`src/rtl/reset_sequencer.sv`:
```
// Board-level reset controller: qualifies PLL locks, a debounced button and a software
// request, then releases staged resets in order and records the cause of the last reset.
module reset_sequencer #(
    parameter int NUM_LOCKS          = 2,
    parameter int NUM_STAGES         = 3,
    parameter int STAGE_DELAY_CYCLES = 1024,
    parameter int DEBOUNCE_CYCLES    = 400_000,
    parameter int SYNC_STAGES        = 2
) (
    input  logic                  clk,
    input  logic                  reset_n_i,
    input  logic [NUM_LOCKS-1:0]  locked_i,
    input  logic                  btn_reset_n_i,
    input  logic                  sw_reset_i,
    output logic [NUM_STAGES-1:0] reset_o,
    output logic                  all_ready_o,
    output logic [1:0]            cause_o
);

    localparam int CW = $clog2(STAGE_DELAY_CYCLES) + 1;
    localparam int DW = $clog2(DEBOUNCE_CYCLES) + 1;
    localparam int SW = $clog2(NUM_STAGES) + 1;

    localparam logic [CW-1:0]         CNT_LAST = CW'(STAGE_DELAY_CYCLES - 1);
    localparam logic [DW-1:0]         DEB_LAST = DW'(DEBOUNCE_CYCLES - 1);
    localparam logic [SW-1:0]         STG_LAST = SW'(NUM_STAGES - 1);
    localparam logic [NUM_STAGES-1:0] ALL_SET  = {NUM_STAGES{1'b1}};

    localparam logic [1:0] CAUSE_POR  = 2'b00;
    localparam logic [1:0] CAUSE_LOCK = 2'b01;
    localparam logic [1:0] CAUSE_BTN  = 2'b10;
    localparam logic [1:0] CAUSE_SW   = 2'b11;

    typedef enum logic [1:0] {
        HOLD    = 2'd0,
        STAGGER = 2'd1,
        RUN     = 2'd2
    } state_t;

    logic [SYNC_STAGES-1:0][NUM_LOCKS-1:0] lock_sync_r;
    logic [SYNC_STAGES-1:0]                btn_sync_r;
    logic [SYNC_STAGES-1:0]                sw_sync_r;
    logic                                  sw_prev_r;
    logic [DW-1:0]                         deb_cnt_r;
    logic                                  btn_deb_r;

    state_t                                state_r;
    logic [CW-1:0]                         cnt_r;
    logic [SW-1:0]                         stg_r;
    logic [NUM_STAGES-1:0]                 reset_r;
    logic                                  all_ready_r;
    logic [1:0]                            cause_r;

    logic                                  lock_ok_s;
    logic                                  btn_sync_s;
    logic                                  sw_sync_s;
    logic                                  sw_req_s;
    logic                                  btn_pressed_s;
    logic                                  stagger_fault_s;
    logic                                  run_fault_s;
    logic [1:0]                            fault_cause_s;

    // Input synchronisers; the button idles released (high), locks and sw idle low.
    always_ff @(posedge clk or negedge reset_n_i) begin
        if (!reset_n_i) begin
            lock_sync_r <= {(SYNC_STAGES*NUM_LOCKS){1'b0}};
            btn_sync_r  <= {SYNC_STAGES{1'b1}};
            sw_sync_r   <= {SYNC_STAGES{1'b0}};
            sw_prev_r   <= 1'b0;
        end else begin
            lock_sync_r <= {lock_sync_r[SYNC_STAGES-2:0], locked_i};
            btn_sync_r  <= {btn_sync_r[SYNC_STAGES-2:0], btn_reset_n_i};
            sw_sync_r   <= {sw_sync_r[SYNC_STAGES-2:0], sw_reset_i};
            sw_prev_r   <= sw_sync_s;
        end
    end

    assign lock_ok_s     = &lock_sync_r[SYNC_STAGES-1];
    assign btn_sync_s    = btn_sync_r[SYNC_STAGES-1];
    assign sw_sync_s     = sw_sync_r[SYNC_STAGES-1];
    assign sw_req_s      = sw_sync_s & ~sw_prev_r;
    assign btn_pressed_s = ~btn_deb_r;

    // Button debouncer: adopt the synchronised level after a full run of differing samples.
    always_ff @(posedge clk or negedge reset_n_i) begin
        if (!reset_n_i) begin
            deb_cnt_r <= {DW{1'b0}};
            btn_deb_r <= 1'b1;
        end else if (btn_sync_s == btn_deb_r) begin
            deb_cnt_r <= {DW{1'b0}};
        end else if (deb_cnt_r == DEB_LAST) begin
            deb_cnt_r <= {DW{1'b0}};
            btn_deb_r <= btn_sync_s;
        end else begin
            deb_cnt_r <= deb_cnt_r + DW'(1);
        end
    end

    assign stagger_fault_s = ~lock_ok_s | btn_pressed_s;
    assign run_fault_s     = stagger_fault_s | sw_req_s;

    // Fault cause encoding with lock > button > software priority.
    always_comb begin
        fault_cause_s = CAUSE_POR;
        if (!lock_ok_s) begin
            fault_cause_s = CAUSE_LOCK;
        end else if (btn_pressed_s) begin
            fault_cause_s = CAUSE_BTN;
        end else begin
            fault_cause_s = CAUSE_SW;
        end
    end

    // Sequencer FSM with registered reset, ready and cause outputs.
    always_ff @(posedge clk or negedge reset_n_i) begin
        if (!reset_n_i) begin
            state_r     <= HOLD;
            cnt_r       <= {CW{1'b0}};
            stg_r       <= {SW{1'b0}};
            reset_r     <= ALL_SET;
            all_ready_r <= 1'b0;
            cause_r     <= CAUSE_POR;
        end else begin
            case (state_r)
                HOLD: begin
                    reset_r     <= ALL_SET;
                    all_ready_r <= 1'b0;
                    if (lock_ok_s && !btn_pressed_s) begin
                        if (cnt_r == CNT_LAST) begin
                            cnt_r   <= {CW{1'b0}};
                            reset_r <= ALL_SET << 1'b1;
                            stg_r   <= SW'(1);
                            if (NUM_STAGES == 1) begin
                                state_r     <= RUN;
                                all_ready_r <= 1'b1;
                            end else begin
                                state_r <= STAGGER;
                            end
                        end else begin
                            cnt_r <= cnt_r + CW'(1);
                        end
                    end else begin
                        cnt_r <= {CW{1'b0}};
                    end
                end
                STAGGER: begin
                    if (stagger_fault_s) begin
                        state_r     <= HOLD;
                        cnt_r       <= {CW{1'b0}};
                        stg_r       <= {SW{1'b0}};
                        reset_r     <= ALL_SET;
                        all_ready_r <= 1'b0;
                        cause_r     <= fault_cause_s;
                    end else if (cnt_r == CNT_LAST) begin
                        // Stages release strictly in order, so the vector is a shifted mask.
                        cnt_r   <= {CW{1'b0}};
                        reset_r <= ALL_SET << (stg_r + SW'(1));
                        stg_r   <= stg_r + SW'(1);
                        if (stg_r == STG_LAST) begin
                            state_r     <= RUN;
                            all_ready_r <= 1'b1;
                        end else begin
                            state_r <= STAGGER;
                        end
                    end else begin
                        cnt_r <= cnt_r + CW'(1);
                    end
                end
                RUN: begin
                    if (run_fault_s) begin
                        state_r     <= HOLD;
                        cnt_r       <= {CW{1'b0}};
                        stg_r       <= {SW{1'b0}};
                        reset_r     <= ALL_SET;
                        all_ready_r <= 1'b0;
                        cause_r     <= fault_cause_s;
                    end else begin
                        state_r <= RUN;
                    end
                end
                default: begin
                    state_r     <= HOLD;
                    cnt_r       <= {CW{1'b0}};
                    stg_r       <= {SW{1'b0}};
                    reset_r     <= ALL_SET;
                    all_ready_r <= 1'b0;
                end
            endcase
        end
    end

    assign reset_o     = reset_r;
    assign all_ready_o = all_ready_r;
    assign cause_o     = cause_r;

endmodule

```
`config.mk`:
```
export PLATFORM = sky130hd
export DESIGN_NAME = reset_sequencer
export DESIGN_NICKNAME = d
export VERILOG_FILES = /design/src/rtl/reset_sequencer.sv
export SDC_FILE = /design/constraint.sdc
export NUM_CORES = 1
export LEC_CHECK = 0
export CORE_MARGIN = 4
export CORE_UTILIZATION = 59
export CTS_CLUSTER_SIZE = 8
export DETAILED_ROUTE_END_ITERATION = 10
export PLACE_DENSITY = 0.83
export SLEW_MARGIN = 20
export SYNTH_ARGS = -nofsm -noshare
export SYNTH_HDL_FRONTEND = slang
export SYNTH_SLANG_ARGS = --single-unit
export TNS_END_PERCENT = 50
```
`constraint.sdc`:
```
create_clock -name clk -period 2.1 [get_ports clk]
set_input_delay 0.315 -clock clk [delete_from_list [all_inputs] [get_ports clk]]
set_output_delay 0.315 -clock clk [all_outputs]
set_load 0.02 [all_outputs]
```
==> flow_summary.ini <==
[status]
outcome = finished clean

[setup_path]
critPathKind = flip-flop to flip-flop
worstSetupStartpointType = flip-flop
timing.rr.start = deb_cnt_r[0]
crit_path_max_fanout = 4
reg2regPathDepth = 5
ff2ff_setup_slack_ns = 0.19
arrival_ns = 2.15
cp.required_ns = 2.34
r2r_end = btn_deb_r
end_kind = flip-flop

[layout]
n_fill_cell = 301
stdcell_count = 324
diodes = 0
multi_input_area_mm2 = 0.00120
nets = 285
area_growth_pct = 13.4
regArea_mm2 = 0.00131
drive_above_1_share_pct = 15.3

[worst_hold_path]
min_path_type = input pin to async pin

[route]
post_drt_wl_per_cell_um = 15.5
drt-pass1-iter-count = 4
antenna_left = 0
viasPerCell = 6.06
dr_total_vias = 1964
drc = 0
drt_iter0_drc = 145
drt_wl_total_um = 5030

[sta]
setup_violations = 0
max_clock_freq_mhz = 524
worst_pin_slew_ns = 0.636
slew_viol_final = 0
rsz0062_at_grt = no
fin_crit_sh_pct = 90.9
period_needed_ns = 1.91
final_hold_viol_count = 0
max_slew_margin_pct = 57.6
fin_setup_tns_ns = 0
fin_ws_ns = 0.191
skew_ns = 0.0127

[global_routing]
track_usage_pct = 20.9
antenna_found_initial = 0
grt_overflow = 0
grt_max_degree = 53
first_global_vias = 1922
grt_pass1_wl_um = 8740

[clock_network]
cts_made_buffers = 5
cts_tree = done
holdBufCountCts = 0
cts_buffer_depth = 2
cts_num_sinks = 52
cts_max_level = 2
postCtsSetupBuffers = 0
post_cts_resized = 0
clk_latency_ns = 0.32
path_clk_slew_ns = 0.10
ctsRootBufferMaster = clkbuf_8

[power]
clockPowerShare_pct = 39.6
power_frac_seq_pct = 57.7
combinationalPowerShare_pct = 2.7
intPower_uw = 1390
p_sw_share_pct = 21.7
power-per-cell-area_mw_per_mm2 = 605
power.leakage_uw = 0.00125
p_switching_uw = 385
peakVddDrop_mv = 0.455

[floorplan]
initial_core_util_pct = 62.9
ios = 12
die_x_um = 74.2
rows = 23
die_y_um = 74.2
core_area_mm2 = 0.00412
die-area_mm2 = 0.00551

[place]
portBuffers = 11
placedCellCount = 316
place_ws_ns = 0.177
hpwl_um = 3620
finalWeightedCongestion = 0.822

[synth]
yosys_warnings = 0
syn_inst = 251
avgSynthCellArea_um2 = 10.3
ys_seq_area_share_pct = 50.6
synthesis.nets = 263
ys_ff_latch = 52
ys_types = 50
async_flop_share_pct = 100
synthesis.area_mm2 = 0.00259
synth_ff_type = dfrtp_1
synth_edf_count = 0

[job]
cap_viol_max_count = 0
metrics by stage:
step / utilization [%] / power [µW] / cell area (µm²) / hold slack (ns)
2_1_floorplan: - / 1060 / 2590 / 0.0194
3_3_place_gp: 68.5 / 1090 / 2820 / 0.333
3_5_place_dp: 68.5 / 1100 / 2820 / 0.341
4_1_cts: 71.3 / 1800 / 2940 / 0.123
5_1_grt: 71.3 / 1840 / 2940 / 0.139
6_report: 71.3 / 1780 / 2940 / 0.0941
registers in the layout (all words and copies together) (netlist names), 2 cells and up:
| signal | cells |
|---|---|
| reset_o | 3 |
| deb_cnt_r | 20 |
| sw_sync_r | 2 |
| lock_sync_r | 4 |
| cause_o | 2 |
| btn_sync_r | 2 |
| stg_r | 3 |
| state_r | 2 |
| cnt_r | 11 |
kinds of logic after synthesis:
logic type                 Yosys count  synth area share [%]
adders and majority gates            6                  2.90
and+or+nand+nor                    104                  22.6
AOI/OAI and AO/OA                   53                  14.7
buffers and inverters               18                  2.90
muxes                                3                  1.26
xor gates and xnor gates            15                  5.08
DFF                                 52                  50.6
worst max-delay path, cell delays in order (launching register included):
cell     delay, ns
dfrtp_1       0.40
ha_1          0.21
and3_1        0.23
nand3_1       0.16
nor4_1        0.45
mux2_2        0.39
placed cells by master, fill, tap and decap left out, types with 2 or more instances in the layout:
cell	count
or4_4	3
and2_1	3
mux2_2	2
a21oi_1	10
o21ai_0	13
ha_1	6
nand4_1	5
o21bai_1	2
nor3_1	6
and4_1	2
clkdlybuf4s50_1	10
dfstp_2	6
nor4_1	5
and3_1	4
clkbuf_8	5
o31ai_1	4
o211a_1	3
or3_1	8
or4_2	2
buf_4	11
nand2_1	14
xnor2_1	9
o22a_1	3
a22o_1	2
xor2_1	6
nand4b_1	3
dfrtp_1	46
nor2_1	23
nand3_1	17
inv_1	10
a31oi_1	5
nand2b_1	2
power by group through the flow:
stage / Sequential, µW / Clock (µW) / Combinational, µW
2_1_floorplan: 1040 / 0 / 18.0
3_3_place_gp: 1040 / 0 / 49.8
3_5_place_dp: 1040 / 0 / 50.8
4_1_cts: 1030 / 719 / 51.0
5_1_grt: 1030 / 755 / 56.1
6_report: 1030 / 703 / 48.5
per-layer routing:
| metal | global-route usage (%) | routed length, µm |
|---|---|---|
| met5 | 0 | 0 |
| met4 | 7.71 | 85 |
| met1 | 29.0 | 2390 |
| met3 | 4.05 | 142 |
| met2 | 32.9 | 2410 |
layout make-up:
type,count,share of cell area [%]
timing repair buffer,23,7.08
inverter,10,1.28
tap,50,2.13
clock inverter,3,1.58
clock buffer,5,2.34
multi-input combinational,181,41.0
sequential,52,44.6
Yosys cell counts (all sizes together) (3+ instances only):
cell / count / share of area [%]
a21oi: 11 / 2.3
a31oi: 5 / 1.2
and2: 3 / 0.73
and3: 5 / 1.3
clkbuf: 7 / 1.0
dfrtp: 46 / 44
dfstp: 6 / 6.1
ha: 6 / 2.9
inv: 10 / 1.5
nand2: 14 / 2.0
nand3: 18 / 4.0
nand4: 6 / 1.7
nand4b: 3 / 1.0
nor2: 23 / 3.3
nor3: 6 / 1.2
nor4: 5 / 1.2
o211a: 3 / 1.2
o21ai: 13 / 2.5
o22a: 3 / 1.0
o31ai: 4 / 1.2
or3: 8 / 1.9
or4: 5 / 2.0
xnor2: 9 / 3.0
xor2: 6 / 2.0
worst max path at each step:
stage / start / endpoint / slack (ns) / depth (start not counted)
final: deb_cnt_r[0] / btn_deb_r / 0.19 / 5
after global routing: deb_cnt_r[0] / btn_deb_r / 0.03 / 5
after CTS: deb_cnt_r[0] / btn_deb_r / 0.16 / 5
after detailed placement: deb_cnt_r[0] / btn_deb_r / 0.18 / 5
after global placement: deb_cnt_r[7] / deb_cnt_r[19] / 0.29 / 4
after floorplan: deb_cnt_r[0] / deb_cnt_r[13] / 0.24 / 6
Power figures use the tool's default switching activity.
